==> config.mk <==
export PLATFORM = sky130hd
export DESIGN_NAME = core_reset_sequencer_flat
export DESIGN_NICKNAME = d
export VERILOG_FILES = /design/src/rtl/core_reset_sequencer_if.sv /design/src/rtl/core_reset_sequencer.sv /design/src/flat_wrapper.sv
export SDC_FILE = /design/constraint.sdc
export NUM_CORES = 1
export LEC_CHECK = 0
export BUFFER_PORTS_ARGS = -buffer_cell sky130_fd_sc_hd__buf_2
export CAP_MARGIN = 20
export CORE_UTILIZATION = 54
export CTS_CLUSTER_DIAMETER = 150
export CTS_CLUSTER_SIZE = 28
export DETAILED_ROUTE_END_ITERATION = 8
export HOLD_SLACK_MARGIN = 0.06
export PLACE_DENSITY = 0.93
export SYNTH_ARGS = -nofsm -noshare
export SYNTH_HDL_FRONTEND = slang
export SYNTH_SLANG_ARGS = --single-unit
==> constraint.sdc <==
create_clock -name clk_74a -period 2.7 [get_ports clk_74a]
set_input_delay 0.27 -clock clk_74a [delete_from_list [all_inputs] [get_ports clk_74a]]
set_output_delay 0.27 -clock clk_74a [all_outputs]
set_load 0.03 [all_outputs]
==> src/rtl/core_reset_sequencer_if.sv <==
// APF bridge read port used by the core reset sequencer.
// The master drives address and read strobe; the slave returns read data.
`timescale 1ns/1ps

interface core_reset_sequencer_if;
    logic [31:0] bridge_addr;
    logic        bridge_rd;
    logic [31:0] bridge_rd_data;

    modport master (
        output bridge_addr,
        output bridge_rd,
        input  bridge_rd_data
    );

    modport slave (
        input  bridge_addr,
        input  bridge_rd,
        output bridge_rd_data
    );
endinterface

==> src/rtl/core_reset_sequencer.sv <==
// Core reset sequencer (clk_74a domain).
// Merges reset requests into one stretched, active-low core reset:
// hold for HOLD_CYCLES, wait for PLL lock, then a guard window before
// another reset may start. A status word is readable over the APF bridge.
`timescale 1ns/1ps

module core_reset_sequencer #(
    parameter int          NUM_SRC      = 4,
    parameter int          HOLD_CYCLES  = 8000,
    parameter int          GUARD_CYCLES = 256,
    parameter logic [31:0] STATUS_ADDR  = 32'hF000_0020
) (
    input  logic                   clk_74a,
    input  logic                   reset_n,
    input  logic [NUM_SRC-1:0]     rst_req,
    input  logic                   pll_locked,
    output logic                   core_reset_n,
    output logic                   seq_busy,
    output logic [NUM_SRC-1:0]     last_cause,
    output logic [15:0]            reset_count,
    core_reset_sequencer_if.slave  bridge
);

    localparam int CNT_MAX = (HOLD_CYCLES > GUARD_CYCLES) ? HOLD_CYCLES : GUARD_CYCLES;
    localparam int CNT_W   = $clog2(CNT_MAX + 1);
    localparam logic [CNT_W-1:0] HOLD_LOAD  = CNT_W'(HOLD_CYCLES - 1);
    localparam logic [CNT_W-1:0] GUARD_LOAD = CNT_W'(GUARD_CYCLES - 1);

    typedef enum logic [1:0] {
        IDLE      = 2'd0,
        HOLD      = 2'd1,
        WAIT_LOCK = 2'd2,
        GUARD     = 2'd3
    } state_t;

    state_t               state_q, state_d;
    logic [CNT_W-1:0]     cnt_q, cnt_d;
    logic [NUM_SRC-1:0]   last_cause_q, last_cause_d;
    logic [NUM_SRC-1:0]   pending_q, pending_d;
    logic [15:0]          reset_count_q, reset_count_d;
    logic                 core_reset_n_q, core_reset_n_d;
    logic                 seq_busy_q, seq_busy_d;
    logic [31:0]          rd_data_q, rd_data_d;
    logic                 count_inc_s;
    logic                 req_any_s;
    logic [NUM_SRC-1:0]   pend_all_s;
    logic [11:0]          cause_ext_s;

    assign req_any_s  = |rst_req;
    assign pend_all_s = pending_q | rst_req;

    // Sequencer next-state, counter, cause and pending-request logic.
    always_comb begin
        state_d      = state_q;
        cnt_d        = cnt_q;
        last_cause_d = last_cause_q;
        pending_d    = pending_q;
        count_inc_s  = 1'b0;
        case (state_q)
            IDLE: begin
                if (req_any_s) begin
                    state_d      = HOLD;
                    cnt_d        = HOLD_LOAD;
                    last_cause_d = rst_req;
                    count_inc_s  = 1'b1;
                end else if (!pll_locked) begin
                    state_d      = HOLD;
                    cnt_d        = HOLD_LOAD;
                    last_cause_d = '0;
                    count_inc_s  = 1'b1;
                end else begin
                    state_d = IDLE;
                end
            end
            HOLD: begin
                if (req_any_s) begin
                    // A request always wins, even on the last hold cycle.
                    cnt_d        = HOLD_LOAD;
                    last_cause_d = last_cause_q | rst_req;
                end else if (cnt_q == '0) begin
                    // With lock already present release directly, so the low
                    // time is exactly HOLD_CYCLES; otherwise park in WAIT_LOCK.
                    if (pll_locked) begin
                        state_d = GUARD;
                        cnt_d   = GUARD_LOAD;
                    end else begin
                        state_d = WAIT_LOCK;
                    end
                end else begin
                    cnt_d = cnt_q - CNT_W'(1);
                end
            end
            WAIT_LOCK: begin
                if (req_any_s) begin
                    state_d      = HOLD;
                    cnt_d        = HOLD_LOAD;
                    last_cause_d = last_cause_q | rst_req;
                end else if (pll_locked) begin
                    state_d = GUARD;
                    cnt_d   = GUARD_LOAD;
                end else begin
                    state_d = WAIT_LOCK;
                end
            end
            GUARD: begin
                if (!pll_locked) begin
                    state_d      = HOLD;
                    cnt_d        = HOLD_LOAD;
                    last_cause_d = pend_all_s;
                    pending_d    = '0;
                    count_inc_s  = 1'b1;
                end else if (cnt_q == '0) begin
                    pending_d = '0;
                    if (pend_all_s != '0) begin
                        state_d      = HOLD;
                        cnt_d        = HOLD_LOAD;
                        last_cause_d = pend_all_s;
                        count_inc_s  = 1'b1;
                    end else begin
                        state_d = IDLE;
                    end
                end else begin
                    cnt_d     = cnt_q - CNT_W'(1);
                    pending_d = pend_all_s;
                end
            end
            default: begin
                // Unreachable encoding: fall back into a fresh hold.
                state_d   = HOLD;
                cnt_d     = HOLD_LOAD;
                pending_d = '0;
            end
        endcase
    end

    // Registered outputs derived from the next state, saturating reset counter.
    always_comb begin
        core_reset_n_d = (state_d == IDLE) || (state_d == GUARD);
        seq_busy_d     = (state_d != IDLE);
        if (count_inc_s && (reset_count_q != 16'hFFFF)) begin
            reset_count_d = reset_count_q + 16'd1;
        end else begin
            reset_count_d = reset_count_q;
        end
    end

    // Status word assembly and bridge read-data capture.
    always_comb begin
        cause_ext_s              = 12'd0;
        cause_ext_s[NUM_SRC-1:0] = last_cause_q;
        if (bridge.bridge_rd && (bridge.bridge_addr == STATUS_ADDR)) begin
            rd_data_d = {core_reset_n_q, seq_busy_q, state_q, cause_ext_s, reset_count_q};
        end else begin
            rd_data_d = rd_data_q;
        end
    end

    // State and datapath registers; reset starts a full hold.
    always_ff @(posedge clk_74a or negedge reset_n) begin
        if (!reset_n) begin
            state_q        <= HOLD;
            cnt_q          <= HOLD_LOAD;
            last_cause_q   <= '0;
            pending_q      <= '0;
            reset_count_q  <= 16'd0;
            core_reset_n_q <= 1'b0;
            seq_busy_q     <= 1'b1;
            rd_data_q      <= 32'd0;
        end else begin
            state_q        <= state_d;
            cnt_q          <= cnt_d;
            last_cause_q   <= last_cause_d;
            pending_q      <= pending_d;
            reset_count_q  <= reset_count_d;
            core_reset_n_q <= core_reset_n_d;
            seq_busy_q     <= seq_busy_d;
            rd_data_q      <= rd_data_d;
        end
    end

    assign core_reset_n          = core_reset_n_q;
    assign seq_busy              = seq_busy_q;
    assign last_cause            = last_cause_q;
    assign reset_count           = reset_count_q;
    assign bridge.bridge_rd_data = rd_data_q;

endmodule

==> src/flat_wrapper.sv <==
// flat-port wrapper written by rule: the top's interface ports become plain ports
module core_reset_sequencer_flat 
#(
    parameter int          NUM_SRC      = 4,
    parameter int          HOLD_CYCLES  = 8000,
    parameter int          GUARD_CYCLES = 256,
    parameter logic [31:0] STATUS_ADDR  = 32'hF000_0020
)
  (clk_74a, reset_n, rst_req, pll_locked, core_reset_n, seq_busy, last_cause, reset_count, bridge_bridge_addr, bridge_bridge_rd, bridge_bridge_rd_data);
  core_reset_sequencer_if bridge_i ();
  input  logic clk_74a;
  input  logic reset_n;
  input  logic [NUM_SRC-1:0] rst_req;
  input  logic pll_locked;
  output logic core_reset_n;
  output logic seq_busy;
  output logic [NUM_SRC-1:0] last_cause;
  output logic [15:0] reset_count;
  input wire logic [$bits(bridge_i.bridge_addr)-1:0] bridge_bridge_addr;
  input wire logic [$bits(bridge_i.bridge_rd)-1:0] bridge_bridge_rd;
  output wire logic [$bits(bridge_i.bridge_rd_data)-1:0] bridge_bridge_rd_data;
  assign bridge_i.bridge_addr = bridge_bridge_addr;
  assign bridge_i.bridge_rd = bridge_bridge_rd;
  assign bridge_bridge_rd_data = bridge_i.bridge_rd_data;
  core_reset_sequencer #(.NUM_SRC(NUM_SRC), .HOLD_CYCLES(HOLD_CYCLES), .GUARD_CYCLES(GUARD_CYCLES), .STATUS_ADDR(STATUS_ADDR)) u_core (.clk_74a(clk_74a), .reset_n(reset_n), .rst_req(rst_req), .pll_locked(pll_locked), .core_reset_n(core_reset_n), .seq_busy(seq_busy), .last_cause(last_cause), .reset_count(reset_count), .bridge(bridge_i));
endmodule
==> load_flow_metrics.sql <==
INSERT INTO impl_metrics (metric_group, metric, value, unit) VALUES
('floorplan', 'start_util', '56.2', '%'),
('critical_path', 'crit_chain', 'inv_1, ha_1, nor4b_4, a41oi_1, a211oi_1, nand2_1, a21oi_1, a211oi_1', ''),
('clocking', 'cts_tree', 'done', ''),
('timing', 'rsz0062_at_grt', 'no', ''),
('final_layout', 'fillerInstances', '516', ''),
('critical_path', 'timing.setup.critical_path_class', 'reg -> reg', ''),
('timing', 'final.hold.worst_slack', '0.248', 'ns'),
('final_layout', 'design.final.nets', '523', ''),
('clocking', 'number_of_buffers_added_by_the_clock_tree_synthesis_step', '9', ''),
('yosys', 'synth.avg_cell_area', '9.95', 'um2'),
('clocking', 'clk_root_buffer_cell', 'clkbuf_8', ''),
('floorplan', 'die_height', '86.4', 'um'),
('floorplan', 'io_pins', '94', ''),
('clocking', 'cts-htree-levels', '3', ''),
('yosys', 'ys_ff_latch', '65', ''),
('final_layout', 'multi_input_combinational_cell_area', '1990', 'um2'),
('floorplan', 'floorplan_die_area', '7460', 'um2'),
('critical_path', 'cp_common_cell', 'a211oi_1', ''),
('timing', 'maxSlewViolCount', '0', ''),
('critical_path', 'cp.required', '2.90', 'ns'),
('grt', 'grt_pass1_wl', '17200', 'um'),
('floorplan', 'die_w', '86.4', 'um'),
('final_layout', 'drive_above_1_share', '34.2', '%'),
('placed_design', 'detailed_place_hpwl', '7400', 'um'),
('timing', 'setup_total_negative_slack', '0', 'ns'),
('yosys', 'synthFlopType', 'dfrtp_1', ''),
('critical_path', 'crit_path_top_delay_cell', 'a211oi_1', ''),
('detailed_routing', 'routed_wl_per_cell', '18.2', 'um'),
('yosys', 'synth.yosys.seq_area_share', '42.8', '%'),
('critical_path', 'end_kind', 'register', ''),
('timing', 'achievable-frequency', '0.393', 'GHz'),
('grt', 'first_global_vias', '3556', ''),
('min_path', 'worst_hold_class', 'in -> reg', ''),
('power_and_ir_drop', 'worst_ir_drop_vdd', '0.000609', 'V'),
('timing', 'fin_crit_sh', '94.2', '%'),
('placed_design', 'port_buffers', '85', ''),
('clocking', 'clock_buffer_depth', '2', ''),
('run_status', 'outcome', 'finished, final reports clean', ''),
('clocking', 'clock_latency', '0.36', 'ns'),
('detailed_routing', 'routed-via-count', '3585', ''),
('timing', 'tightestPinTransition', '0.852', 'ns'),
('final_layout', 'num_antenna_cells', '0', ''),
('final_layout', 'most-common-layout-cells', 'buf_2, dfrtp_1, a21oi_1, mux2_2, nand2_1', ''),
('clocking', 'clock-sinks', '65', ''),
('grt', 'grt_antenna_before_repair', '0', ''),
('detailed_routing', 'totalWireLength', '10500', 'um'),
('yosys', 'synthDistinctLibCells', '60', ''),
('floorplan', 'placeableCoreArea', '6830', 'um2'),
('final_layout', 'area_delta_synth_final', '19.5', '%'),
('yosys', 'synth_edf_count', '0', ''),
('final_layout', 'layout_commonest_cell', 'buf_2', ''),
('grt', 'grt_overflow', '0', ''),
('final_layout', 'ff_latch_area', '1640', 'um2'),
('clocking', 'clkSlewWorstSetupHoldPaths', '0.08', 'ns'),
('detailed_routing', 'route.detailed.drc', '0', ''),
('power_and_ir_drop', 'power_per_cell_area', '779', 'nW/um2'),
('power_and_ir_drop', 'leakage', '2.21', 'nW'),
('yosys', 'proportion_of_synthesized_flip_flops_having_asynchronous_set_or_reset', '100', '%'),
('critical_path', 'critPathArrivalTime', '2.74', 'ns'),
('detailed_routing', 'detail_route.first_pass.iterations', '5', ''),
('detailed_routing', 'drt-initial-drc-count', '413', ''),
('timing', 'period_needed', '2.54', 'ns'),
('critical_path', 'slowest_delay', '0.61', 'ns'),
('floorplan', 'std_cell_rows', '30', ''),
('placed_design', 'placed_cells_incl_taps', '558', ''),
('detailed_routing', 'antenna_left', '0', ''),
('flow_run', 'max_cap_violations', '0', ''),
('yosys', 'syn_inst', '386', ''),
('critical_path', 'crit_path_start_kind', 'register', ''),
('timing', 'fin_skew', '0.0122', 'ns'),
('timing', 'final-setup-viol-count', '0', ''),
('yosys', 'yosysWarningCount', '0', ''),
('final_layout', 'final_cells', '575', ''),
('grt', 'grtUsageTotal', '29.6', '%'),
('grt', 'pin_count_of_the_biggest_net_entering_global_routing', '40', ''),
('yosys', 'syn_area', '3840', 'um2'),
('timing', 'final_hold_viols', '0', ''),
('timing', 'max_transition_margin', '43.2', '%'),
('placed_design', 'gpl.final_weighted_congestion', '0.914', ''),
('critical_path', 'timing.critical_path.fanout_max', '6', ''),
('detailed_routing', 'route.detailed.vias_per_inst', '6.23', '');
-- metal layers --
metal  up-vias  track usage [%]  part of all wire, %
li1       1598                -                    -
met1      1732             36.5                   39
met2       210             48.4                   50
met3        45             7.05                  7.1
met4         0             15.5                  3.0
met5         -                0                    0
-- synth_stat cells (3+ instances only) --
cell type,instances,area (um2)
nand2b_1,4,25.0
o2bb2ai_1,6,52.6
nor3_1,6,30.0
a22oi_1,3,22.5
and4_1,4,35.0
a21oi_1,25,125
a22o_1,6,52.6
dfrtp_1,52,1300
or3_1,3,18.8
and3_1,8,50.1
nor4_1,10,62.6
xnor2_1,15,131
nor2_1,19,71.3
buf_4,9,67.6
o211ai_1,4,30.0
nor3b_1,3,22.5
mux2_2,25,282
o31ai_1,5,37.5
inv_1,15,56.3
nand3_1,4,20.0
a21o_1,4,30.0
buf_2,4,20.0
and2_1,5,31.3
nand4_1,14,87.6
ha_1,9,113
o21ai_0,20,100
dfstp_2,13,342
a211oi_1,7,52.6
clkbuf_1,18,67.6
or4_1,4,30.0
o41ai_1,3,26.3
nand2_1,22,82.6
a31oi_1,3,18.8
-- timing repair --
item,4_1_cts,5_1_grt
hold buffers,1,0
gates resized for setup,0,1
endpoints found under the hold margin,36,0
setup buffers,0,0
endpoints found under the setup margin,0,3
-- path summary, 6_finish.rpt --
check,cells past startpoint,to,slack (ns),startpoint
setup / recovery,8,u_core.last_cause[2]$_DFFE_PN0P_,0.16,u_core.cnt_q[0]$_DFFE_PN1P_
hold / removal,3,u_core.last_cause[1]$_DFFE_PN0P_,0.25,rst_req[1]
setup reg to reg,8,u_core.last_cause[2]$_DFFE_PN0P_,0.16,u_core.cnt_q[0]$_DFFE_PN1P_
hold reg to reg,1,u_core.bridge.bridge_rd_data[19]$_DFFE_PN0P_,0.50,u_core.bridge.bridge_rd_data[19]$_DFFE_PN0P_
max in group asynchronous,3,u_core.cnt_q[8]$_DFFE_PN1P_,1.25,reset_n
min in group asynchronous,2,u_core.bridge.bridge_rd_data[30]$_DFFE_PN0P_,0.60,reset_n
-- layout make-up --
cell class	instances	share of cell area (%)
Multi-Input combinational cell	280	43.4
Tap cell	96	2.62
Inverter	15	1.23
Clock inverter	6	1.42
Clock buffer	10	3.00
Timing Repair Buffer	103	12.5
Sequential cell	65	35.8
-- worst max-delay path, delay by kind of cell, from the launching register on --
family	cells	cell delay, ns
flops	1	0.39
buf+inv	1	0.12
fa+ha+maj	1	0.17
compound gates	4	1.13
simple gates	2	0.56
-- sequential cells by signal, summed over array words and instances (netlist names) --
register and cells:
u_core.core_reset_n 1, u_core.bridge.bridge_rd_data 24, u_core.pending_q 4, u_core.seq_busy 1, u_core.state_q 2, u_core.reset_count 16
u_core.cnt_q 13, u_core.last_cause 4
-- stage by stage --
stage	area, um2	total power, mW	setup WS [ns]	util (%)
3_5_place_dp	4380	2.69	0.202	64.1
2_1_floorplan	3870	2.31	0.444	-
3_3_place_gp	4380	2.61	0.283	64.1
4_1_cts	4590	3.56	0.132	67.2
6_report	4590	3.58	0.156	67.2
5_1_grt	4590	3.74	0.0313	67.2
-- logic make-up (layout without fill, tap and decap cells) --
logic type | Yosys count | in the layout | share of synthesized area, %
AOI/OAI and AO/OA | 107 | 107 | 19.9
xor gates and xnor gates | 16 | 16 | 3.65
adders and majority gates | 9 | 9 | 2.93
buffers and inverters | 48 | 134 | 6.09
DFF | 65 | 65 | 42.8
muxes | 26 | 26 | 7.59
other | 1 | 8 | 0.0976
and+or+nand+nor | 114 | 114 | 17.0
-- power breakdown --
group          internal [mW]  total, mW  switching, mW
Clock                  0.453      0.870          0.417
Sequential              1.21       1.47          0.262
Combinational          0.473       1.24          0.766
(Power assumes the default switching activity.)
